===== config.mk =====
export PLATFORM = sky130hd
export DESIGN_NAME = muldiv_seq
export DESIGN_NICKNAME = d
export VERILOG_FILES = /design/src/rtl/muldiv_pkg.sv /design/src/rtl/muldiv_decode.sv /design/src/rtl/muldiv_seq.sv
export SDC_FILE = /design/constraint.sdc
export NUM_CORES = 2
export LEC_CHECK = 0
export BUFFER_PORTS_ARGS = -buffer_cell sky130_fd_sc_hd__buf_2
export CAP_MARGIN = 40
export CORE_MARGIN = 2
export CORE_UTILIZATION = 37
export CTS_BUF_LIST = sky130_fd_sc_hd__clkbuf_4 sky130_fd_sc_hd__clkbuf_8
export DETAILED_ROUTE_END_ITERATION = 6
export PLACE_DENSITY = 0.58
export SLEW_MARGIN = 15
export SYNTH_ARGS = -nofsm -noshare
export SYNTH_HDL_FRONTEND = slang
export SYNTH_SLANG_ARGS = --single-unit

===== constraint.sdc =====
create_clock -name clk -period 7.27 [get_ports clk]
set_input_delay 0.3635 -clock clk [delete_from_list [all_inputs] [get_ports clk]]
set_output_delay 0.3635 -clock clk [all_outputs]
set_load 0.02 [all_outputs]

===== src/rtl/muldiv_pkg.sv =====
// muldiv_pkg: shared constants and types for the RV64M multiply/divide sequencer.
//   - opcode / funct7 / funct3 encodings of the M extension
//   - sequencer state enum and operation-class enum
//   - sext32 helper used for W-form results
package muldiv_pkg;

    localparam logic [6:0] OP_REG        = 7'b0110011;
    localparam logic [6:0] OP_REG32      = 7'b0111011;
    localparam logic [6:0] FUNCT7_MULDIV = 7'b0000001;

    localparam logic [2:0] F3_MUL    = 3'd0;
    localparam logic [2:0] F3_MULH   = 3'd1;
    localparam logic [2:0] F3_MULHSU = 3'd2;
    localparam logic [2:0] F3_MULHU  = 3'd3;
    localparam logic [2:0] F3_DIV    = 3'd4;
    localparam logic [2:0] F3_DIVU   = 3'd5;
    localparam logic [2:0] F3_REM    = 3'd6;
    localparam logic [2:0] F3_REMU   = 3'd7;

    typedef enum logic [1:0] {IDLE, CALC, DONE} state_e;
    typedef enum logic [1:0] {MUL_LO, MUL_HI, DIV_Q, DIV_R} op_cls_e;

    function automatic logic [63:0] sext32(input logic [31:0] v);
        return {{32{v[31]}}, v};
    endfunction

endpackage


===== src/rtl/muldiv_decode.sv =====
// muldiv_decode: combinational M-extension decoder for the exe-stage instruction.
// Ports:
//   exe_V, exe_IR       : exe instruction valid / instruction word
//   md_req              : valid MUL/DIV instruction present in exe
//   is_word             : W form (OP-32 opcode), operates on bits [31:0]
//   op_cls              : low product, high product, quotient or remainder
//   rs1_signed/rs2_signed : operand treated as two's complement
module muldiv_decode
    import muldiv_pkg::*;
(
    input  logic        exe_V,
    input  logic [31:0] exe_IR,
    output logic        md_req,
    output logic        is_word,
    output op_cls_e     op_cls,
    output logic        rs1_signed,
    output logic        rs2_signed
);

    logic [6:0] opcode;
    logic [6:0] funct7;
    logic [2:0] funct3;
    logic       unused_ir;

    assign opcode    = exe_IR[6:0];
    assign funct3    = exe_IR[14:12];
    assign funct7    = exe_IR[31:25];
    assign unused_ir = ^{exe_IR[24:15], exe_IR[11:7]};

    always_comb begin
        is_word    = (opcode == OP_REG32);
        // MULH/MULHSU/MULHU have no W form
        md_req     = exe_V && (funct7 == FUNCT7_MULDIV) &&
                     ((opcode == OP_REG) ||
                      (is_word && !(funct3 inside {F3_MULH, F3_MULHSU, F3_MULHU})));
        op_cls     = MUL_LO;
        rs1_signed = 1'b0;
        rs2_signed = 1'b0;
        // MUL/MULW keep the low half only, which is sign-agnostic: run unsigned
        case (funct3)
            F3_MUL:    op_cls = MUL_LO;
            F3_MULH:   begin op_cls = MUL_HI; rs1_signed = 1'b1; rs2_signed = 1'b1; end
            F3_MULHSU: begin op_cls = MUL_HI; rs1_signed = 1'b1; end
            F3_MULHU:  op_cls = MUL_HI;
            F3_DIV:    begin op_cls = DIV_Q;  rs1_signed = 1'b1; rs2_signed = 1'b1; end
            F3_DIVU:   op_cls = DIV_Q;
            F3_REM:    begin op_cls = DIV_R;  rs1_signed = 1'b1; rs2_signed = 1'b1; end
            default:   op_cls = DIV_R;
        endcase
    end

endmodule


===== src/rtl/muldiv_seq.sv =====
// muldiv_seq: iterative RV64M multiply/divide sequencer beside the exe ALU.
// Multiplies run a radix-2^UNROLL shift-add on operand magnitudes; divides run a
// restoring divide on magnitudes. Signs are fixed up on the final CALC cycle.
// Ports:
//   clk, rst_n            : clock (rising edge), async active-low reset
//   exe_V/exe_IR          : exe instruction valid / word
//   exe_ALU1/exe_ALU2     : rs1 / rs2 operands
//   mem_stall             : downstream stall, holds the result in DONE
//   flush                 : kill in-flight operation
//   md_stall              : hold fetch/decode/exe while the result is pending
//   md_valid/md_result    : result for the exe->mem capture
//   md_busy               : sequencer not idle
// Optional: define MULDIV_EARLY_OUT_EN to finish a multiply as soon as the
// remaining multiplier bits are all zero.
// UNROLL must be 1, 2 or 4.
module muldiv_seq
    import muldiv_pkg::*;
#(
    parameter int XLEN   = 64,
    parameter int UNROLL = 1
) (
    input  logic            clk,
    input  logic            rst_n,
    input  logic            exe_V,
    input  logic [31:0]     exe_IR,
    input  logic [XLEN-1:0] exe_ALU1,
    input  logic [XLEN-1:0] exe_ALU2,
    input  logic            mem_stall,
    input  logic            flush,
    output logic            md_stall,
    output logic            md_valid,
    output logic            md_busy,
    output logic [XLEN-1:0] md_result
);

    localparam logic [6:0] N64 = 7'(64 / UNROLL);
    localparam logic [6:0] N32 = 7'(32 / UNROLL);

    // decode
    logic    md_req, is_word, rs1_signed, rs2_signed;
    op_cls_e op_cls;

    muldiv_decode u_decode (
        .exe_V      (exe_V),
        .exe_IR     (exe_IR),
        .md_req     (md_req),
        .is_word    (is_word),
        .op_cls     (op_cls),
        .rs1_signed (rs1_signed),
        .rs2_signed (rs2_signed)
    );

    // state
    state_e        state_q, state_d;
    logic [6:0]    cnt_q, cnt_d;
    logic [127:0]  acc_q, acc_d;     // mul: {partial product, multiplier}; div: {remainder, quotient}
    logic [63:0]   mcand_q, mcand_d; // mul: multiplicand magnitude; div: divisor magnitude
    op_cls_e       op_q, op_d;
    logic          word_q, word_d;
    logic          neg_q, neg_d;     // negate the selected result on completion
    logic [63:0]   result_q, result_d;

    // operand preparation
    logic [63:0] a_ext, b_ext, mag1, mag2, spec_res;
    logic        s1neg, s2neg, req_div, div_zero, div_ovf, special, start, finish;

    assign a_ext    = is_word ? (rs1_signed ? sext32(exe_ALU1[31:0]) : {32'b0, exe_ALU1[31:0]}) : exe_ALU1;
    assign b_ext    = is_word ? (rs2_signed ? sext32(exe_ALU2[31:0]) : {32'b0, exe_ALU2[31:0]}) : exe_ALU2;
    assign s1neg    = rs1_signed && a_ext[63];
    assign s2neg    = rs2_signed && b_ext[63];
    assign mag1     = s1neg ? -a_ext : a_ext;
    assign mag2     = s2neg ? -b_ext : b_ext;
    assign req_div  = (op_cls == DIV_Q) || (op_cls == DIV_R);
    assign div_zero = (b_ext == 64'd0);
    // a_ext is already sign-extended for signed W forms, so one compare covers both widths
    assign div_ovf  = rs1_signed && (&b_ext) &&
                      (a_ext == (is_word ? 64'hFFFF_FFFF_8000_0000 : 64'h8000_0000_0000_0000));
    assign special  = req_div && (div_zero || div_ovf);
    assign start    = (state_q == IDLE) && md_req && !flush;

    always_comb begin
        spec_res = 64'd0;
        if (div_zero)
            spec_res = (op_cls == DIV_Q) ? {64{1'b1}}
                                         : (is_word ? sext32(exe_ALU1[31:0]) : exe_ALU1);
        else if (op_cls == DIV_Q)
            spec_res = a_ext;
    end

    // iteration datapath
    logic [127:0] acc_step, acc_fin, prod;
    logic [63:0]  q_fix, r_fix, fin_res;
    logic         is_mul, early;

    assign is_mul = (op_q == MUL_LO) || (op_q == MUL_HI);

    always_comb begin
        logic [64:0] sum;
        logic [64:0] rem;
        logic [63:0] quo;
        sum      = 65'd0;
        rem      = 65'd0;
        quo      = 64'd0;
        acc_step = acc_q;
        for (int i = 0; i < UNROLL; i++) begin
            if (is_mul) begin
                sum      = {1'b0, acc_step[127:64]} + (acc_step[0] ? {1'b0, mcand_q} : 65'd0);
                acc_step = {sum, acc_step[63:1]};
            end else begin
                rem = {acc_step[127:64], acc_step[63]};
                quo = {acc_step[62:0], 1'b0};
                if (rem >= {1'b0, mcand_q}) begin
                    rem    = rem - {1'b0, mcand_q};
                    quo[0] = 1'b1;
                end
                acc_step = {rem[63:0], quo};
            end
        end

        acc_fin = acc_step;
        early   = 1'b0;
`ifdef MULDIV_EARLY_OUT_EN
        begin
            logic [6:0]  rem_steps;
            logic [63:0] mask;
            // the low rem_steps bits of the accumulator hold the unconsumed multiplier;
            // when zero, the remaining steps are pure right shifts
            rem_steps = 7'(cnt_q * UNROLL);
            mask      = ~({64{1'b1}} << rem_steps);
            if (is_mul && ((acc_q[63:0] & mask) == 64'd0)) begin
                early   = 1'b1;
                acc_fin = acc_q >> rem_steps;
            end
        end
`endif

        // W forms leave the 32-bit results at [63:32] (mul) or [31:0] (div)
        prod  = neg_q ? -acc_fin : acc_fin;
        q_fix = neg_q ? -acc_fin[63:0]   : acc_fin[63:0];
        r_fix = neg_q ? -acc_fin[127:64] : acc_fin[127:64];
        case (op_q)
            MUL_LO:  fin_res = word_q ? sext32(prod[63:32]) : prod[63:0];
            MUL_HI:  fin_res = prod[127:64];
            DIV_Q:   fin_res = word_q ? sext32(q_fix[31:0]) : q_fix;
            default: fin_res = word_q ? sext32(r_fix[31:0]) : r_fix;
        endcase
    end

    assign finish = (state_q == CALC) && md_req && !flush && ((cnt_q == 7'd1) || early);

    // state register
    always_ff @(posedge clk or negedge rst_n) begin
        if (!rst_n) begin
            state_q  <= IDLE;
            cnt_q    <= 7'd0;
            acc_q    <= 128'd0;
            mcand_q  <= 64'd0;
            op_q     <= MUL_LO;
            word_q   <= 1'b0;
            neg_q    <= 1'b0;
            result_q <= 64'd0;
        end else begin
            state_q  <= state_d;
            cnt_q    <= cnt_d;
            acc_q    <= acc_d;
            mcand_q  <= mcand_d;
            op_q     <= op_d;
            word_q   <= word_d;
            neg_q    <= neg_d;
            result_q <= result_d;
        end
    end

    // next state
    always_comb begin
        state_d = state_q;
        case (state_q)
            IDLE: if (start) state_d = special ? DONE : CALC;
            CALC: begin
                if (flush || !md_req) state_d = IDLE;
                else if (finish)      state_d = DONE;
            end
            DONE:    if (flush || !mem_stall) state_d = IDLE;
            default: state_d = IDLE;
        endcase
    end

    // datapath next values
    always_comb begin
        cnt_d    = cnt_q;
        acc_d    = acc_q;
        mcand_d  = mcand_q;
        op_d     = op_q;
        word_d   = word_q;
        neg_d    = neg_q;
        result_d = result_q;
        if (start) begin
            op_d   = op_cls;
            word_d = is_word;
            if (special) begin
                cnt_d    = 7'd0;
                result_d = spec_res;
            end else begin
                cnt_d = is_word ? N32 : N64;
                if (req_div) begin
                    // dividend top-aligned so the first shift brings in its MSB
                    acc_d   = {64'd0, is_word ? {mag1[31:0], 32'd0} : mag1};
                    mcand_d = mag2;
                    neg_d   = (op_cls == DIV_Q) ? (s1neg ^ s2neg) : s1neg;
                end else begin
                    acc_d   = {64'd0, mag2};
                    mcand_d = mag1;
                    neg_d   = s1neg ^ s2neg;
                end
            end
        end else if (state_q == CALC) begin
            if (flush || !md_req) begin
                cnt_d = 7'd0;
            end else if (finish) begin
                cnt_d    = 7'd0;
                acc_d    = acc_fin;
                result_d = fin_res;
            end else begin
                cnt_d = cnt_q - 7'd1;
                acc_d = acc_step;
            end
        end
    end

    // outputs
    always_comb begin
        md_busy   = (state_q != IDLE);
        md_valid  = (state_q == DONE) && !flush;
        // gated by rst_n so every output reads zero while reset is held
        md_stall  = md_req && (state_q != DONE) && rst_n;
        md_result = result_q;
    end

endmodule

Yosys cells after proc, flatten, opt, wreduce, memory -nomap -nowiden
Cells that the tools add are included.
{ "op_classes": {"bitwise_logic": 2, "muxes": 51, "reduce_logical": 43, "n_lt_le_gt_ge": 1, "n_addsub": 8, "n_eq_ne": 24} }
{ "ops": {"columns": ["op", "count"], "rows": [
  ["two-way mux 64 bit", 24],
  ["two-way mux 128 bit", 6],
  ["negation 64 bit", 4],
  ["case mux 64 bit (3 select lines)", 1],
  ["negation 128 bit", 1],
  ["two-way mux 63 bit", 2],
  ["adder 64 x 64 -> 65 bit", 1],
  [">= comparator 65 x 64 -> 1 bit", 1],
  ["equality test 64 bit", 1],
  ["zero test 64 bit", 1],
  ["AND reduction 64 bit", 1],
  ["subtractor 64 bit", 1],
  ["two-way mux 7 bit", 6],
  ["logical AND 1 bit", 16],
  ["equality test 7 x 1 -> 1 bit (second input constant)", 2],
  ["equality test 7 x 6 -> 1 bit (second input constant)", 2],
  ["inequality test 2 bit (second input constant)", 6],
  ["case mux 2 bit (3 select lines)", 2],
  ["two-way mux 2 bit", 5],
  ["equality test 3 bit (second input constant)", 3],
  ["equality test 2 bit (second input constant)", 4],
  ["subtractor 7 x 1 -> 7 bit (second input constant)", 1],
  ["equality test 3 x 2 -> 1 bit (second input constant)", 2],
  ["logical OR 1 bit", 6],
  ["17 further kinds", 30]
]} }
{ "word_totals": {"output_inout_bits": 67, "inputBits": 165, "regBits": 269, "wordCells": 137} }

Depth between registers and ports, before layout
{ "depth": {"depth_word": 13, "depth_mapped": 26, "mapped_depth_nobuf": 24} }

Modules after synthesis
A second synthesis with hierarchy kept.
{ "unflattened": {"cells_unflattened": 5004, "hier_area_um2": 34932.3} }
{ "by_module_without_submodules": {"columns": ["module", "seq_area_each_um2", "area_each_um2", "instances", "cells_per_inst"], "rows": [
  ["muldiv_seq", 6731.5, 34839.7, 1, 4990],
  ["muldiv_decode", 0.0, 92.6, 1, 14]
]} }

Least setup slack after synthesis
Ideal clock, no wire load.
{ "synth_path": {"path_type": "reg2reg", "startpoint": "reg acc_q[124]", "endpoint": "reg result_q[50], in the netlist md_result[50]", "arrival_time_ps": 5060, "setup_ps": 120, "path_slack_ps": 2090, "t_required_ps": 7150, "stages_incl_launch_ff": 24, "period_less_slack_ps": 5180, "n_path_buf": 1, "path_cell_list": "dfrtp_1 ha_1 and4b_4 a221oi_2 o2111a_1 o21ai_2 o41ai_4 buf_6 nor2_1 a21oi_1 ha_1 o211ai_1 nor2_1 nand2_1 nor3_1 nand4_1 o21ai_0 nand2_1 or2_1 o41ai_1 xor2_1 o21ai_0 nand3_1 o211a_1"} }
{ "synth_between": {"elab_chain_len": 11, "word_cells_on_any_way": 18, "classes_between": "add/sub: 3; order compare: 1; mux: 14"} }
{ "synth_lines": {"columns": ["element", "line_no", "source"], "rows": [
  ["start, declared", "muldiv_seq.sv:56", "logic [127:0] acc_q, acc_d;"],
  ["start signal, assigned", "muldiv_seq.sv:156", "acc_q <= 128'd0;"],
  ["start signal, assigned", "muldiv_seq.sv:165", "acc_q <= acc_d;"],
  [">= comparator 65 x 64 -> 1 bit (*)", "muldiv_seq.sv:112", "if (rem >= {1'b0, mcand_q}) begin"],
  ["two-way mux 1 bit or two-way mux 64 bit (tied branches)", "muldiv_seq.sv:112", null],
  ["two-way mux 128 bit (*)", "muldiv_seq.sv:106", "if (is_mul) begin"],
  ["negation 128 bit (tied with other cells)", "muldiv_seq.sv:138", "prod = neg_q ? -acc_fin : acc_fin;"],
  ["two-way mux 128 bit (tied with other cells)", "muldiv_seq.sv:138", null],
  ["two-way mux 63 bit (tied with other cells)", "muldiv_seq.sv:142", "MUL_LO: fin_res = word_q ? sext32(prod[63:32]) : prod[63:0];"],
  ["case mux 64 bit (3 select lines) (*)", "muldiv_seq.sv:141", "case (op_q)"],
  ["two-way mux 64 bit (*)", "muldiv_seq.sv:219", "end else if (finish) begin"],
  ["two-way mux 64 bit (*)", "muldiv_seq.sv:217", "if (flush || !md_req) begin"],
  ["two-way mux 64 bit (*)", "muldiv_seq.sv:216", "end else if (state_q == CALC) begin"],
  ["two-way mux 64 bit (*)", "muldiv_seq.sv:197", "if (start) begin"],
  ["end signal, assigned", "muldiv_seq.sv:170", "result_q <= result_d;"],
  ["end, declared", "muldiv_seq.sv:61", "logic [63:0] result_q, result_d;"]
]} }
Mark *: on every way between the ends. The rest lies on a longest branch, timed or not. The select of a mux whose other input is x is not followed.
A chain may end at the register's enable or synchronous reset.

Final worst setup path
{ "layout_path": {"startpoint": "reg acc_q[71]", "endpoint": "reg result_q[50], in the netlist md_result[50]"} }
{ "layout_between": {"elab_chain_len": 11, "word_cells_on_any_way": 20, "classes_between": "add/sub: 5; order compare: 1; mux: 14"} }
{ "layout_lines": {"columns": ["element", "line_no"], "rows": [
  [">= comparator 65 x 64 -> 1 bit or subtractor 64 bit (tied branches)", "muldiv_seq.sv:112, muldiv_seq.sv:113"],
  ["two-way mux 1 bit or two-way mux 64 bit (tied branches)", "muldiv_seq.sv:112"],
  ["two-way mux 128 bit (*)", "muldiv_seq.sv:106"],
  ["negation 128 bit (tied with other cells)", "muldiv_seq.sv:138"],
  ["two-way mux 128 bit (tied with other cells)", "muldiv_seq.sv:138"],
  ["two-way mux 63 bit (tied with other cells)", "muldiv_seq.sv:142"],
  ["case mux 64 bit (3 select lines) (*)", "muldiv_seq.sv:141"],
  ["two-way mux 64 bit (*)", "muldiv_seq.sv:219"],
  ["two-way mux 64 bit (*)", "muldiv_seq.sv:217"],
  ["two-way mux 64 bit (*)", "muldiv_seq.sv:216"],
  ["two-way mux 64 bit (*)", "muldiv_seq.sv:197"]
]} }
Marks and branches as above.

==> out/qor.csv <==
metric,value,unit
status,"complete, no violations",
avgViaCountPerCell,6.37,
vias,41426,
finalWirelength,187000,um
cts_tree,built,
synth.largest_area_cell,dfrtp_1,
endpoint_kind,register,
maxCapViolCount,0,
ys_seq_area_share,19.3,%
synthTopCellsByArea,"dfrtp_1 19%, o21ai_0 7.9%, nand2_1 7.5%, a21oi_1 6.7%, ha_1 4.8%",
gp_congestion,1.04,
worst_hold_slack,0.0981,ns
overflow,0,
synth-async-reset-ratio,100,%
die_height,311,um
global_route.usage.total,37.1,%
yosysTopAreaCellShare,19.3,%
cp_slowest_cell,nor3_1,
final.setup_skew,0.0395,ns
clockBufferDepth,3,
dp.final_hpwl,152000,um
ys_ff_latch,269,
fin_nets,5502,
yosysWarnings,0,
drtIter0Drc,5078,
numClockSinks,269,
hold_viol_final,0,
power.total,3.87,mW
area_delta_synth_final,12.4,%
critical_path_class,register to register,
crit_path_start_kind,register,
powerDensity,98.7,mW/mm^2
synth_area_per_cell,6.96,sq um
maxSlewHeadroom,33.1,%
start_util,37.4,%
pin_count,232,
postCtsResizedCells,0,
critPathMaxFanout,8,
cp_data_arrival_time,7.36,ns
place_area,0.0380,sq mm
post-route-util,42.0,%
slowest_delay,0.48,ns
synthCells,5020,
crit_chain,ha_1 -> a21oi_1 -> o21ai_1 -> a21oi_1 -> a31oi_1 -> buf_4 -> o41ai_4 -> nor2_1 -> buf_4 -> a21oi_1 -> ha_1 -> o211ai_1 -> nor2_1 -> nand2_1 -> nor3_1 -> nand4_1 -> o21ai_0 -> nand2_1 -> or2_1 -> o41ai_1 -> xor2_1 -> o21ai_0 -> nand3_1 -> o211a_1,
ys_types,125,
rsz0062_at_grt,no,
synth.most_common_cell,nand2_1,
worstMarginPinSlew,0.976,ns
cp_common_cell,a21oi_1,
clk_latency,0.71,ns
ant_nets,0,
placed_cells,6389,
syn_nets,5322,
min_path_type,input port to register,
synthTopCellsByCount,"700 x nand2_1, 554 x o21ai_0, 469 x a21oi_1",
antenna_found_initial,24,
fmax,147,MHz
setup_ws,0.482,ns
vdd_drop_max,0.000114,V
period_share,93.4,%
grt_pass1_wl,267000,um
post-route-min-period,6.79,ns
cts_root_buf,clkbuf_8,
grt_pass1_vias,38237,
fp.dieArea,0.0969,sq mm
drt-pass1-iter-count,7,
tns,0,ns
die_w,311,um
cts_buffers,54,
instances_no_fill,6504,
grt_start_max_net_pins,130,
slew_violations,0,
syn-cell-area,0.0349,sq mm
required,7.85,ns
power_leakage,16.9,nW
final_area,0.0392,sq mm
drive_gt1_share,13.8,%
setup_viol,0,
htree_num_levels,2,
crit_buf_inv,2,
synth_enable_flop_cells,0,
detail_route.wl_per_cell,28.8,um
synthFlopType,dfrtp_1,
rows,112,
core-area,0.0935,sq mm
cpLargestDelayFamily,compound AO/OA/AOI/OAI gates,
port_buffers,216,
pre_cts_ws,0.834,ns
route.detailed.drc,0,
path_clk_slew,0.07,ns
==> routing by layer <==
metal	GRT usage (%)	vias to the layer above	part of all wire [%]
met5	0	-	0.019
met4	25.6	6	8.2
met3	5.84	505	8.6
met2	55.8	2335	42
met1	48.6	19906	41
li1	-	18674	-
==> cell families after synthesis <==
logic type               synth area share (%)
AND/OR/NAND/NOR                          26.5
AO/OA/AOI/OAI                            29.9
buffers and inverters                    5.35
XOR/XNOR                                 9.13
flip-flops                               19.3
multiplexers                             4.89
adder cells (fa/ha/maj)                  4.95
==> registers in the layout (all words and copies together), names as in the netlist <==
| signal | cells |
|---|---|
| word_q | 1 |
| acc_q | 128 |
| state_q | 2 |
| neg_q | 1 |
| mcand_q | 64 |
| op_q | 2 |
| md_result | 64 |
| cnt_q | 7 |
==> worst reg2reg max path: stages, from the launching register on <==
cell	delay (ns)
dfrtp_1	0.43
ha_1	0.46
a21oi_1	0.42
o21ai_1	0.27
a21oi_1	0.32
a31oi_1	0.14
buf_4	0.19
o41ai_4	0.42
nor2_1	0.07
buf_4	0.23
a21oi_1	0.21
ha_1	0.23
o211ai_1	0.15
nor2_1	0.28
nand2_1	0.12
nor3_1	0.48
nand4_1	0.30
o21ai_0	0.42
nand2_1	0.23
or2_1	0.34
o41ai_1	0.39
xor2_1	0.16
o21ai_0	0.18
nand3_1	0.09
o211a_1	0.16
==> what timing repair did <==
action                                 4_1_cts  5_1_grt
endpoints found under the hold margin       48        0
setup buffers                                0        0
hold buffers                                 2        0
==> placed cells by master (no fill, tap or decap), drive strengths merged, types with 87 or more instances in the layout <==
cell type,instances
mux2i,102
inv,126
xnor2,191
nor2,446
buf,448
nand4,105
nand3,173
a21oi,475
xor2,173
clkbuf,88
dfrtp,269
ha,135
and2,87
nand2,702
nor3,138
o21ai,595
==> layout make-up <==
cell class                 count  area (sq um)
sequential                   269          6740
inverter                     128           480
multi-input combinational   4294         26400
timing repair buffer         453          2930
clock buffer                  87          1030
antenna                        7          17.5
fill                       10015         54200
clock inverter                12          95.1
tap                         1254          1570
==> path summary, 6_finish.rpt <==
check	startpoint	endpoint	slack (ns)	cells after the start
setup reg to reg	acc_q[71]	md_result[50]	0.48	24
hold reg to reg	md_result[20]	md_result[20]	0.47	2
max in group asynchronous	rst_n	acc_q[103]	5.99	3
setup / recovery	acc_q[71]	md_result[50]	0.48	24
min in group asynchronous	rst_n	md_result[14]	0.16	2
hold / removal	exe_ALU1[14]	md_result[14]	0.1	3
==> power by group <==
part | switching [mW] | internal [mW] | total (mW)
sequential | 0.000988 | 1.50 | 1.50
combinational | 0.495 | 0.174 | 0.669
clock | 0.777 | 0.928 | 1.70
total | 1.27 | 2.60 | 3.87
Power figures use the tool's default switching activity.
